$ cat src/rtl/vector_inst_fetch_decode.sv
// Vector front end: fetches a programmed run of OP-V words, decodes them and
// buffers the decoded bundles in a small FIFO toward the execute stage.
module vector_inst_fetch_decode #(
  parameter int ADDR_WIDTH = 8,
  parameter int FIFO_DEPTH = 4
) (
  input  logic                  clk,
  input  logic                  rst,
  input  logic                  start_i,
  input  logic [ADDR_WIDTH-1:0] base_addr_i,
  input  logic [ADDR_WIDTH:0]   count_i,
  output logic                  imem_re_o,
  output logic [ADDR_WIDTH-1:0] imem_addr_o,
  input  logic [31:0]           imem_data_i,
  output logic                  dec_valid_o,
  input  logic                  dec_ready_i,
  output logic [5:0]            funct6_o,
  output logic                  vm_o,
  output logic [4:0]            vs2_o,
  output logic [4:0]            vs1_o,
  output logic [4:0]            vd_o,
  output logic [2:0]            funct3_o,
  output logic [1:0]            op_kind_o,
  output logic [63:0]           imm_o,
  output logic                  illegal_o,
  output logic                  busy_o,
  output logic                  done_o
);
  localparam int PTR_W = $clog2(FIFO_DEPTH);
  localparam int OCC_W = $clog2(FIFO_DEPTH + 1);
  localparam int ENT_W = 28;

  typedef enum logic [1:0] {IDLE, FETCH, DRAIN} state_e;

  state_e                  state_q, state_d;
  logic [ADDR_WIDTH-1:0]   addr_q, addr_d;
  logic [ADDR_WIDTH:0]     rem_q, rem_d;
  logic                    inflight_q;
  logic [PTR_W-1:0]        wr_ptr_q, rd_ptr_q;
  logic [OCC_W-1:0]        occ_q;
  logic [ENT_W-1:0]        fifo_q [FIFO_DEPTH];
  logic [ENT_W-1:0]        head;
  logic [OCC_W:0]          used;
  logic                    empty, push, pop, issue;

  // Bundle layout: {illegal, kind, funct6, vm, vs2, vs1, vd, funct3}
  function automatic logic [ENT_W-1:0] decode_word(input logic [31:0] w);
    logic [2:0] f3;
    logic [1:0] kind;
    logic       ill;
    f3  = w[14:12];
    ill = (w[6:0] != 7'b1010111) || (f3 == 3'b001) || (f3 == 3'b101) || (f3 == 3'b111);
    case (f3)
      3'b000, 3'b010: kind = 2'b00;
      3'b100, 3'b110: kind = 2'b01;
      3'b011:         kind = 2'b10;
      default:        kind = 2'b11;
    endcase
    if (ill) kind = 2'b11;
    return {ill, kind, w[31:26], w[25], w[24:20], w[19:15], w[11:7], f3};
  endfunction

  function automatic logic signed [63:0] sext_imm(input logic [4:0] v);
    return {{59{v[4]}}, v};
  endfunction

  function automatic logic [PTR_W-1:0] ptr_inc(input logic [PTR_W-1:0] p);
    return (p == PTR_W'(FIFO_DEPTH - 1)) ? '0 : p + PTR_W'(1);
  endfunction

  assign empty = (occ_q == '0);
  assign pop   = !empty && dec_ready_i;
  assign push  = inflight_q;
  // A word in flight lands this cycle, so it already owns a slot; a pop frees one.
  assign used  = (OCC_W+1)'(occ_q) + (OCC_W+1)'(inflight_q) - (OCC_W+1)'(pop);
  assign issue = (state_q == FETCH) && (rem_q != '0) && (used < (OCC_W+1)'(FIFO_DEPTH));

  always_comb begin
    state_d = state_q;
    addr_d  = addr_q;
    rem_d   = rem_q;
    done_o  = 1'b0;
    case (state_q)
      IDLE: begin
        if (start_i) begin
          addr_d  = base_addr_i;
          rem_d   = count_i;
          state_d = (count_i == '0) ? DRAIN : FETCH;
        end
      end
      FETCH: begin
        if (issue) begin
          addr_d = addr_q + ADDR_WIDTH'(1);
          rem_d  = rem_q - (ADDR_WIDTH+1)'(1);
        end
        if ((rem_q == '0) && !inflight_q) state_d = DRAIN;
      end
      DRAIN: begin
        if (empty) begin
          done_o  = 1'b1;
          state_d = IDLE;
        end
      end
      default: state_d = IDLE;
    endcase
  end

  always_ff @(posedge clk) begin
    if (rst) begin
      state_q    <= IDLE;
      addr_q     <= '0;
      rem_q      <= '0;
      inflight_q <= 1'b0;
      wr_ptr_q   <= '0;
      rd_ptr_q   <= '0;
      occ_q      <= '0;
    end else begin
      state_q    <= state_d;
      addr_q     <= addr_d;
      rem_q      <= rem_d;
      inflight_q <= issue;
      if (push) wr_ptr_q <= ptr_inc(wr_ptr_q);
      if (pop)  rd_ptr_q <= ptr_inc(rd_ptr_q);
      occ_q      <= occ_q + OCC_W'(push) - OCC_W'(pop);
    end
  end

  // Buffer storage carries no reset; emptiness masks stale contents.
  always_ff @(posedge clk) begin
    if (push) fifo_q[wr_ptr_q] <= decode_word(imem_data_i);
  end

  assign head        = empty ? '0 : fifo_q[rd_ptr_q];
  assign {illegal_o, op_kind_o, funct6_o, vm_o, vs2_o, vs1_o, vd_o, funct3_o} = head;
  assign imm_o       = (op_kind_o == 2'b10) ? sext_imm(vs1_o) : '0;
  assign dec_valid_o = !empty;
  assign imem_re_o   = issue;
  assign imem_addr_o = addr_q;
  assign busy_o      = (state_q != IDLE);
endmodule

$ cat config.mk
export PLATFORM = sky130hd
export DESIGN_NAME = vector_inst_fetch_decode
export DESIGN_NICKNAME = d
export VERILOG_FILES = /design/src/rtl/vector_inst_fetch_decode.sv
export SDC_FILE = /design/constraint.sdc
export NUM_CORES = 1
export LEC_CHECK = 0
export ABC_CLOCK_PERIOD_IN_PS = 3050
export CELL_PAD_IN_SITES_DETAIL_PLACEMENT = 0
export CELL_PAD_IN_SITES_GLOBAL_PLACEMENT = 1
export CORE_ASPECT_RATIO = 1.1
export CORE_UTILIZATION = 37
export CTS_BUF_LIST = sky130_fd_sc_hd__clkbuf_8
export DETAILED_ROUTE_END_ITERATION = 16
export PLACE_DENSITY = 0.89
export SLEW_MARGIN = 0
export SYNTH_ARGS = -nofsm -noshare
export SYNTH_HDL_FRONTEND = slang
export SYNTH_SLANG_ARGS = --single-unit
export TNS_END_PERCENT = 50
$ cat constraint.sdc
create_clock -name clk -period 3.05 [get_ports clk]
set_input_delay 0.4575 -clock clk [delete_from_list [all_inputs] [get_ports clk]]
set_output_delay 0.4575 -clock clk [all_outputs]
set_load 0.05 [all_outputs]
==> metrics list <==
* Run status: complete, no violations
- Summed over all cells, the static leakage comes to 0.00325 uW.
* Max-slew headroom at the worst pin: 0.545
- Data on the critical path is required at its endpoint by 2.59 ns.
- Clock latency of the later-clocked register in the worst-skew pair: around 0.45 ns
- In this run the remaining antenna-violating nets after routing total 0.
- Setup slack closes at a little over 0.1 ns.
- Worst min path class: reg2reg
* Number of enable-type register cells in the synthesized netlist: 112
- Total inserted antenna cells: 0
* Setup skew after layout: 0.0126 ns
* Top-level port count: about 160
- Slew Limit Fails: 0
- Counting flops and latches in the post-synthesis netlist gives 141.
- The tree is rooted in a sky130_fd_sc_hd__clkbuf_8.
- Port-buffer cells: 156
- Counting flops with an async set or reset pin after synthesis yields a share of 0.
- RSZ-0062 raised after global routing: true
- Overall die area: 0.0181 mm2
- Of the total synthesized cell area, the portion taken by XOR and XNOR cells is 0.00135.
* Cell with the biggest individual delay on the critical path: sky130_fd_sc_hd__fa_1
* Congestion Overflow GR: 0
- Crit end category: output pin
- The worst setup path is launched from a flop.
- Entering global routing, the biggest net connects 36 pins.
- Number of H-tree branching levels: 4
- The placed instances occupy a cell area of 0.00873 mm2.
* Area growth from synthesis to final layout: 41.8%
* Area share of and/or/nand/nor cells after synthesis: 0.110
- Hold is met by 0.501 ns.
- FP Rows: 50
- Synth Area in Adders: 0.0243
- Weighted congestion at the end of routability-driven global placement: between 0.8 and 0.9
* Dominant combinational cell family by area after synthesis: simple AND/OR/NAND/NOR gates
* Actual slew at the worst max-slew pin: 0.683 ns
- Using the TritonRoute via totals, the vias-per-cell ratio works out to 4.96.
* Stage delay of the slowest cell on the critical path: 0.40 ns
- Worst hold path stage count: 2
* Overall track demand over capacity in global routing: 0.155
- The number of buffers and inverters on the critical path is 3.
- The synthesized-area fraction occupied by ao, oa, aoi and oai cells was 0.0596.
- Highest fanout seen on the critical path: 3
- IR analysis of the VDD net gives a maximum drop of 0.644 mV.
- Count of warnings emitted by yosys: 0
* Synth Cell Area: roughly 0.0065 mm2
- TritonCTS clock tree: done
* Critical path class: reg2out
* Wire per inst: 16.6 um
* Final Hold Viols: 0
* Initial DRC count: about 260
- For this run, the register share of the synthesized area comes to 0.608.
* Share of final-layout standard cells stronger than drive strength 1: 0.337
- Dpl hpwl: ~9.3 mm
- First-pass GRT wire length: 21.1 mm
- STA puts the critical path data arrival time at 2.49 ns.
* Fill cell total of the finished layout: between 1000 and 1500
- In this run the number of cells on the critical path is 11.
- Clock sinks: ~140
- The share of synthesized area in the top cell type comes to 0.518.
- Vias post-DR: about 4100
- Placeable core region: 0.0171 mm2
- Measured in cells, the most critical reg-to-reg path has a length of 14.
* CTS Buffer Depth: 2
- Starting density of the core: 0.380
- The number of clock buffers added by TritonCTS is 17.
* Number of distinct library cells after synthesis: 48
* Die span in x: 128 um
* Final net count: 654
* Overall routed net length: between 10 and 15 mm
- After routing the design area is 0.00920 mm2.
- Power spread over the standard cell area amounts to 994 mW/mm2.
* Cell repeated most along the worst path: sky130_fd_sc_hd__nor3_4
- The via count of the first global-routing pass came to around 4200.
- Post-synthesis cell count: 469
- Clock-pin slew was measured on the worst setup and hold paths at 0.09 ns.
- MaxCap Viol Count: 0
- The critical path goes through nor3_4 > inv_2 > nand3_1 > o21ai_0 > ha_2 > inv_1 > fa_1 > xnor2_2 > nand3_2 > nor3_4 > clkbuf_16.
- The most used flip-flop cell after synthesis is sky130_fd_sc_hd__edfxtp_1.
* Die boundary height: ~140 um
- The first TritonRoute pass finished after 5 iterations.
* Library cell with the largest summed area after synthesis: sky130_fd_sc_hd__edfxtp_1
* Pre-CTS setup slack: -0.181 ns
* Antenna violations before repair: 0
- Portion of the clock cycle consumed by the worst path in the final layout: 0.967
- In the routed design, unresolved DRC markers number 0.
- Min Clock Period, post-route: 2.95 ns
* Synthesized netlist net count: around 530
* Crit path max-delay family: adder cells
- By area the synthesized netlist is led by sky130_fd_sc_hd__edfxtp_1 52%, sky130_fd_sc_hd__mux4_2 9.7%, sky130_fd_sc_hd__dfxtp_1 8.9%, sky130_fd_sc_hd__buf_4 6.9%, sky130_fd_sc_hd__and2_1 3.7%.
- Mux cell area share after synthesis: 0.104
- # setup viols final: 0
- Achievable frequency: approximately 340 MHz
* Synth Area per Inst: 13.8 um2
flip-flops by register name (all words and copies together), names as in the netlist, named ones only:
signal,count
wr_ptr_q,2
fifo_q,112
occ_q,3
rd_ptr_q,2
inflight_q,1
imem_addr_o,8
state_q,2
rem_q,9
layer usage:
metal | routed length [um] | track usage | vias to the layer above
li1 | - | - | 1915
met4 | 118 | 0.0539 | 0
met1 | 5280 | 0.165 | 2041
met5 | 0 | 0 | -
met3 | 1190 | 0.0649 | 11
met2 | 7300 | 0.274 | 178
path summary, 6_finish.rpt:
kind	start	end	slack (ns)
setup reg to reg	occ_q[2]	imem_addr_o[6]	0.22
setup / recovery	occ_q[2]	imem_re_o	0.10
hold / removal	rem_q[1]	rem_q[1]	0.50
hold reg to reg	rem_q[1]	rem_q[1]	0.50
worst min-delay path, stage by stage (launching register included):
cell	delay [ns]
sky130_fd_sc_hd__dfxtp_1	0.32
sky130_fd_sc_hd__inv_1	0.08
sky130_fd_sc_hd__a211oi_2	0.06
power by group:
part	switching (uW)	internal, uW
clock network	776	672
logic	3070	2190
registers	172	2270
area by class of cell:
class	count	area, um2	share of cell area
clock buffer	17	234	0.0254
tap	234	293	0.0318
timing repair buffer	180	2520	0.274
inverter	16	60.1	0.00653
multi-input combinational	233	1980	0.216
sequential	141	3950	0.430
clock inverter	15	151	0.0165
metrics by stage:
step | power (uW) | utilization | setup TNS [ns] | std cells
after floorplan | 5750 | - | -0.0352 | 469
after global routing | 9540 | 0.539 | -0.0515 | 836
after CTS | 9150 | 0.537 | 0 | 836
after global placement | 7520 | 0.511 | -0.644 | 800
final | 9150 | 0.539 | 0 | 836
after detailed placement | 7650 | 0.511 | -2.04 | 800
cell usage after synthesis, types with 3 or more instances:
library cell / instances
sky130_fd_sc_hd__clkbuf_1: 11
sky130_fd_sc_hd__edfxtp_1: 112
sky130_fd_sc_hd__o21ai_0: 5
sky130_fd_sc_hd__inv_1: 15
sky130_fd_sc_hd__nor3_1: 12
sky130_fd_sc_hd__or2_2: 8
sky130_fd_sc_hd__ha_1: 11
sky130_fd_sc_hd__nor4_1: 3
sky130_fd_sc_hd__buf_4: 60
sky130_fd_sc_hd__mux2i_1: 3
sky130_fd_sc_hd__and2_1: 38
sky130_fd_sc_hd__mux4_2: 28
sky130_fd_sc_hd__a21oi_1: 31
sky130_fd_sc_hd__nor2b_1: 4
sky130_fd_sc_hd__nand2_1: 17
sky130_fd_sc_hd__buf_2: 5
sky130_fd_sc_hd__nor2_1: 26
sky130_fd_sc_hd__o21ai_1: 5
sky130_fd_sc_hd__o32ai_1: 6
sky130_fd_sc_hd__dfxtp_1: 29
sky130_fd_sc_hd__a211oi_1: 3
sky130_fd_sc_hd__nand3_1: 6
cells by family (layout without fill, tap and decap cells):
family | after synthesis | count (layout)
simple gates | 128 | 128
fa+ha+maj | 12 | 12
flops | 141 | 141
compound gates | 60 | 60
xor+xnor | 1 | 1
mux | 32 | 32
buf+inv | 95 | 228
what timing repair did:
action                                  4_1_cts  5_1_grt
hold buffers                                  0        0
hold endpoints to repair                      0        0
pin swaps                                     4        1
buffers inserted                              4        0
resized for setup                             9        6
endpoints found under the setup margin        1       36
cells in the final DEF (no fill, tap or decap), types with 4 or more instances in the layout:
master                              n
sky130_fd_sc_hd__edfxtp_1         112
sky130_fd_sc_hd__buf_12            78
sky130_fd_sc_hd__clkdlybuf4s50_1   63
sky130_fd_sc_hd__and2_1            37
sky130_fd_sc_hd__buf_4             37
sky130_fd_sc_hd__a21oi_1           31
sky130_fd_sc_hd__mux4_2            28
sky130_fd_sc_hd__nor2_1            26
sky130_fd_sc_hd__dfxtp_1           25
sky130_fd_sc_hd__nand2_1           17
sky130_fd_sc_hd__clkbuf_8          17
sky130_fd_sc_hd__inv_1             14
sky130_fd_sc_hd__nor3_1            10
sky130_fd_sc_hd__ha_1              10
sky130_fd_sc_hd__or2_2              8
sky130_fd_sc_hd__o32ai_1            6
sky130_fd_sc_hd__inv_6              6
sky130_fd_sc_hd__o21ai_0            5
sky130_fd_sc_hd__nand3_1            5
sky130_fd_sc_hd__o21ai_1            5
sky130_fd_sc_hd__clkinv_4           4
No activity file was read; power rests on OpenSTA's default activity.
